===== config.mk =====
export PLATFORM = sky130hd
export DESIGN_NAME = mag_ctrl
export DESIGN_NICKNAME = d
export VERILOG_FILES = /design/src/rtl/mag_pkg.sv /design/src/rtl/mag_timer.sv /design/src/rtl/mag_ctrl.sv
export SDC_FILE = /design/constraint.sdc
export NUM_CORES = 1
export LEC_CHECK = 0
export CAP_MARGIN = 20
export CORE_MARGIN = 2
export CORE_UTILIZATION = 45
export DETAILED_ROUTE_END_ITERATION = 6
export PLACE_DENSITY = 0.85
export SLEW_MARGIN = 20
export SYNTH_ARGS = -nofsm -noshare
export SYNTH_HDL_FRONTEND = slang
export SYNTH_SLANG_ARGS = --single-unit

===== constraint.sdc =====
create_clock -name clk -period 2.7 [get_ports clk]
set_clock_uncertainty 0.05 [all_clocks]
set_input_delay 0.54 -clock clk [delete_from_list [all_inputs] [get_ports clk]]
set_output_delay 0.54 -clock clk [all_outputs]
set_load 0.01 [all_outputs]

===== src/rtl/mag_pkg.sv =====
`default_nettype none
// +----------------------------------------------------------------------+
// | mag_pkg : shared types and defaults for the magnetron controller     |
// | Rev 1.0 : initial release                                            |
// +----------------------------------------------------------------------+
package mag_pkg;

  localparam int MAG_MAX_SECS = 99;
  localparam int MAG_TIME_W   = 7;

  typedef enum logic [1:0] {
    ST_IDLE  = 2'd0,
    ST_COOK  = 2'd1,
    ST_PAUSE = 2'd2,
    ST_DONE  = 2'd3
  } state_t;

endpackage
`default_nettype wire


===== src/rtl/mag_timer.sv =====
`default_nettype none
// +----------------------------------------------------------------------+
// | mag_timer : saturating seconds countdown with load, clear and zero   |
// | Rev 1.0 : initial release                                            |
// +----------------------------------------------------------------------+
module mag_timer
  import mag_pkg::*;
#(
  parameter int MAX_SECS = MAG_MAX_SECS,
  parameter int TIME_W   = MAG_TIME_W
) (
  input  logic              clk,
  input  logic              rst_n,
  input  logic              load,
  input  logic [TIME_W-1:0] load_val,
  input  logic              clr,
  input  logic              dec,
  output logic [TIME_W-1:0] count,
  output logic              zero
);

  localparam logic [TIME_W-1:0] c_max = TIME_W'(MAX_SECS);

  logic [TIME_W-1:0] r_count;

  // Clear wins over load; a decrement at zero holds rather than wrapping.
  always_ff @(posedge clk or negedge rst_n) begin
    if (!rst_n) begin
      r_count <= '0;
    end else if (clr) begin
      r_count <= '0;
    end else if (load) begin
      r_count <= (load_val > c_max) ? c_max : load_val;
    end else if (dec && (r_count != '0)) begin
      r_count <= r_count - TIME_W'(1);
    end
  end

  assign count = r_count;
  assign zero  = (r_count == '0);

endmodule
`default_nettype wire


===== src/rtl/mag_ctrl.sv =====
`default_nettype none
// +----------------------------------------------------------------------+
// | mag_ctrl : microwave cook FSM driving the magnetron SR latch pulses  |
// | Rev 1.0 : initial release                                            |
// +----------------------------------------------------------------------+
module mag_ctrl
  import mag_pkg::*;
#(
  parameter int MAX_SECS = MAG_MAX_SECS,
  parameter int TIME_W   = MAG_TIME_W
) (
  input  logic              clk,
  input  logic              rst_n,
  input  logic              tick_1hz,
  input  logic              load_en,
  input  logic [TIME_W-1:0] load_secs,
  input  logic              start,
  input  logic              stop,
  input  logic              door_closed,
  output logic              set,
  output logic              reset,
  output logic              cooking,
  output logic [TIME_W-1:0] remaining,
  output logic              done
);

  state_t            r_state;
  state_t            w_next;
  logic              w_load;
  logic              w_clr;
  logic              w_dec;
  logic              w_done;
  logic              w_zero;
  logic [TIME_W-1:0] w_remaining;
  logic              r_set;
  logic              r_reset;
  logic              r_cooking;
  logic              r_done;

  mag_timer #(
    .MAX_SECS (MAX_SECS),
    .TIME_W   (TIME_W)
  ) u_timer (
    .clk      (clk),
    .rst_n    (rst_n),
    .load     (w_load),
    .load_val (load_secs),
    .clr      (w_clr),
    .dec      (w_dec),
    .count    (w_remaining),
    .zero     (w_zero)
  );

  always_comb begin
    w_next = r_state;
    w_load = 1'b0;
    w_clr  = 1'b0;
    w_dec  = 1'b0;
    w_done = 1'b0;
    case (r_state)
      ST_IDLE: begin
        // A load in the same cycle as start takes precedence.
        if (load_en) begin
          w_load = 1'b1;
        end else if (start && door_closed && !w_zero) begin
          w_next = ST_COOK;
        end
      end
      ST_COOK: begin
        if (!door_closed || stop) begin
          w_next = ST_PAUSE;
        end else if (tick_1hz) begin
          w_dec = 1'b1;
          if (w_remaining == TIME_W'(1)) begin
            w_next = ST_DONE;
            w_done = 1'b1;
          end
        end
      end
      ST_PAUSE: begin
        if (stop) begin
          w_next = ST_IDLE;
          w_clr  = 1'b1;
        end else if (start && door_closed) begin
          w_next = ST_COOK;
        end
      end
      ST_DONE: begin
        if (load_en) begin
          w_load = 1'b1;
          w_next = ST_IDLE;
        end else if (start || stop) begin
          w_next = ST_IDLE;
        end
      end
      default: begin
        w_next = ST_IDLE;
      end
    endcase
  end

  // Reset holds the latch-clear pulse high so the magnetron is forced off.
  always_ff @(posedge clk or negedge rst_n) begin
    if (!rst_n) begin
      r_state   <= ST_IDLE;
      r_set     <= 1'b0;
      r_reset   <= 1'b1;
      r_cooking <= 1'b0;
      r_done    <= 1'b0;
    end else begin
      r_state   <= w_next;
      r_set     <= (w_next == ST_COOK) && (r_state != ST_COOK);
      r_reset   <= (r_state == ST_COOK) && (w_next != ST_COOK);
      r_cooking <= (w_next == ST_COOK);
      r_done    <= w_done;
    end
  end

  assign set       = r_set;
  assign reset     = r_reset;
  assign cooking   = r_cooking;
  assign done      = r_done;
  assign remaining = w_remaining;

endmodule
`default_nettype wire


==> flow_metrics.py <==
metrics = {
    "run_status": {
        "run_status": "finished clean",
    },
    "finish": {
        "final_cells": 146,
        "final_layout_size_suffix_gt1_share_pct": 11.8,
        "nets": 140,
        "most_common_cell_after_layout_fill_and_taps_aside": "sky130_fd_sc_hd__clkdlybuf4s50_1",
        "layout.cells.most_common_list": "24 x sky130_fd_sc_hd__clkdlybuf4s50_1, 12 x sky130_fd_sc_hd__dfrtp_1, 6 x sky130_fd_sc_hd__inv_1, 6 x sky130_fd_sc_hd__a21oi_1, 6 x sky130_fd_sc_hd__ha_1",
        "area.growth.synth_to_final_pct": 30.8,
        "post_route_core_utilization_pct": 62.6,
        "antennaDiodeCount": 0,
    },
    "clock_tree": {
        "tritoncts_num_sinks": 13,
        "cts_hold_buffers": 0,
        "cts.repair_timing.setup_buffer_count": 0,
        "cts_tree": "yes",
        "cts_root_buffer": "sky130_fd_sc_hd__clkbuf_4",
        "cts.repair.resized": 0,
        "h-tree-depth": 1,
        "worst_skew_late_latency_ns": 0.29,
        "cts.clk_slew.worst_paths_ns": 0.10,
        "ctsLongestPathBuffers": 2,
        "cts-buffers-inserted": 3,
    },
    "yosys": {
        "post_synth_main_area_contributors": "sky130_fd_sc_hd__dfrtp_1 32%, sky130_fd_sc_hd__ha_1 8.0%, sky130_fd_sc_hd__a21oi_1 3.2%",
        "synth_nets": 113,
        "synth-edff-count": 0,
        "synth_seq_area_share_pct": 34.8,
        "syn_area_per_cell_um2": 10.1,
        "ys_warn_count": 0,
        "synth-seq-cells": 13,
        "synth.largest_area_cell": "sky130_fd_sc_hd__dfrtp_1",
        "flip_flop_cell_with_the_highest_count_after_synthesis": "sky130_fd_sc_hd__dfrtp_1",
        "synth_top_area_share_pct": 32.0,
        "asyncSetResetFlopFracSynth_pct": 100,
        "postSynthCellCount": 93,
        "mappedNetlistArea_um2": 940,
        "post_synth_num_cell_types": 44,
    },
    "floorplanning": {
        "placeableCoreArea_um2": 1960,
        "die_w_um": 49.7,
        "die_area_um2": 2470,
        "io_pins": 25,
        "starting_utilization_of_the_core_area_pct": 47.9,
        "rows": 16,
        "die_height_um": 49.7,
    },
    "global_route": {
        "number_of_antenna_violations_at_the_first_check_in_global_routing": 0,
        "via_count_of_the_first_global_routing_pass": 864,
        "grt_first_pass_wirelength_um": 3750,
        "grt_max_degree": 15,
        "grt_ovf": 0,
        "grt_overall_usage_pct": 19.3,
    },
    "drt": {
        "drt_iter0_drc": 13,
        "dr_total_vias": 825,
        "drt_drc_violations_left": 0,
        "detailed_route_wl_um": 2160,
        "drt_first_pass_iters": 4,
        "drt.antenna.violating_nets": 0,
        "routedWlPerCell_um": 14.8,
        "route.detailed.vias_per_inst": 5.65,
    },
    "power": {
        "p_comb_share_pct": 58.8,
        "internal-power_uw": 723,
        "p_switching_uw": 520,
        "power_frac_clock_pct": 10.3,
        "total_leakage_power_uw": 0.000489,
        "p_seq_share_pct": 30.9,
        "power_switching_share_pct": 41.8,
        "irDropWorstVdd_v": 0.000601,
        "powerDensity_nw_per_um2": 1010,
    },
    "critical_path": {
        "timing_worst_setup_path_type": "flop to flop",
        "worst_ep_required_time_ns": 2.85,
        "timing.critical_path.arrival_ns": 2.37,
        "worst_setup_path_start_kind": "flop",
        "critical_path.max_fanout": 7,
        "r2r.worst_path.cells": 6,
        "critical_path.endpoint_type": "flop",
    },
    "placed_design": {
        "placed_wire_length_estimate_after_detailed_placement_um": 1670,
        "placed_cells": 142,
        "gp_congestion": 0.863,
        "port_buffers": 24,
        "post-place-ws_ns": 0.243,
    },
    "timing": {
        "final_max_slew_viol_count": 0,
        "report.final.setup_viol": 0,
        "hold_viol": 0,
        "layout_worst_path_cycle_share_pct": 82.1,
        "worst-slew-pin-transition_ns": 0.579,
        "clock.fmax_ghz": 0.451,
        "hold_ws_ns": 0.558,
        "setup_ws_ns": 0.484,
        "totalNegativeSetupSlack_ns": 0,
        "period_needed_ns": 2.22,
        "slew_headroom_pct": 61.3,
        "grt_setup_unrepaired": "false",
    },
    "job": {
        "drv.max_cap_violation_count": 0,
    },
    "worst_hold_path": {
        "worst_min_path_class": "primary input to asynchronous set/reset pin",
    },
}
-- final timing paths --
check | start | to | slack (ns)
hold reg to reg | u_timer.count[6] | done | 0.57
setup reg to reg | r_state[1] | u_timer.count[5] | 0.48
max in group asynchronous | rst_n | u_timer.count[2] | 1.64
min in group clk | u_timer.count[6] | done | 0.57
hold / removal | rst_n | r_state[0] | 0.56
setup / recovery | r_state[1] | u_timer.count[5] | 0.48
-- sequential cells by signal, summed over array words and instances, names as in the netlist --
register / count
set: 1
cooking: 1
r_state: 2
reset: 1
u_timer.count: 7
done: 1
-- metrics by stage --
step,cell area [µm²],total power [µW]
6_report,1230,1240
2_1_floorplan,940,841
5_1_grt,1230,1350
3_3_place_gp,1200,1100
4_1_cts,1230,1250
3_5_place_dp,1200,1110
-- synthesized netlist by cell type, types with 2 or more instances --
cell,number
sky130_fd_sc_hd__dfrtp_1,12
sky130_fd_sc_hd__a21oi_1,6
sky130_fd_sc_hd__ha_1,6
sky130_fd_sc_hd__inv_1,6
sky130_fd_sc_hd__a211oi_1,4
sky130_fd_sc_hd__nor2_1,4
sky130_fd_sc_hd__nand2_1,3
sky130_fd_sc_hd__nor3b_1,3
sky130_fd_sc_hd__a31oi_1,2
sky130_fd_sc_hd__and2_1,2
sky130_fd_sc_hd__clkbuf_1,2
sky130_fd_sc_hd__mux2i_1,2
sky130_fd_sc_hd__nand2b_1,2
sky130_fd_sc_hd__nor2b_1,2
sky130_fd_sc_hd__nor3_1,2
sky130_fd_sc_hd__o211ai_1,2
sky130_fd_sc_hd__o21ai_0,2
sky130_fd_sc_hd__or2_2,2
sky130_fd_sc_hd__or3_1,2
sky130_fd_sc_hd__or4_1,2
sky130_fd_sc_hd__xor2_1,2
-- cells by family after synthesis --
kind of cell | after synthesis | share of synthesized area [%]
compound gates | 29 | 24.8
xor+xnor | 3 | 2.80
fa+ha+maj | 6 | 7.99
buf+inv | 9 | 4.39
flops | 13 | 34.8
mux | 3 | 3.73
simple gates | 30 | 21.6
-- layout make-up --
class                   count  area (µm²)
inverters                   6        22.5
flip-flops and latches     13         327
multi-input cells          71         572
well taps                  27        33.8
fillers                   192         733
clock buffers               4        26.3
repair buffers             25         248
-- power by group through the flow --
| stage | clock network [µW] | registers [µW] | logic, µW |
|---|---|---|---|
| 3_5_place_dp | 0 | 389 | 726 |
| 2_1_floorplan | 0 | 402 | 438 |
| 3_3_place_gp | 0 | 387 | 712 |
| 5_1_grt | 140 | 404 | 802 |
| 6_report | 128 | 384 | 730 |
| 4_1_cts | 128 | 387 | 733 |
-- routing by layer --
metal  share of wire, %  up-vias  GRT usage, %
met5                  0        -             0
met1                 43      387          22.5
li1                   -      408             -
met2                 50       28          34.9
met3                6.3        2          4.85
met4               0.74        0          5.09
-- worst max-delay path, stage by stage (launching register included) --
cell and delay, ns:
sky130_fd_sc_hd__dfrtp_1 0.44, sky130_fd_sc_hd__inv_1 0.12, sky130_fd_sc_hd__ha_1 0.30, sky130_fd_sc_hd__and4b_1 0.33, sky130_fd_sc_hd__o21ai_0 0.20, sky130_fd_sc_hd__or4_1 0.45, sky130_fd_sc_hd__a311oi_1 0.26
Note: power is estimated with default switching activity, not from simulation.
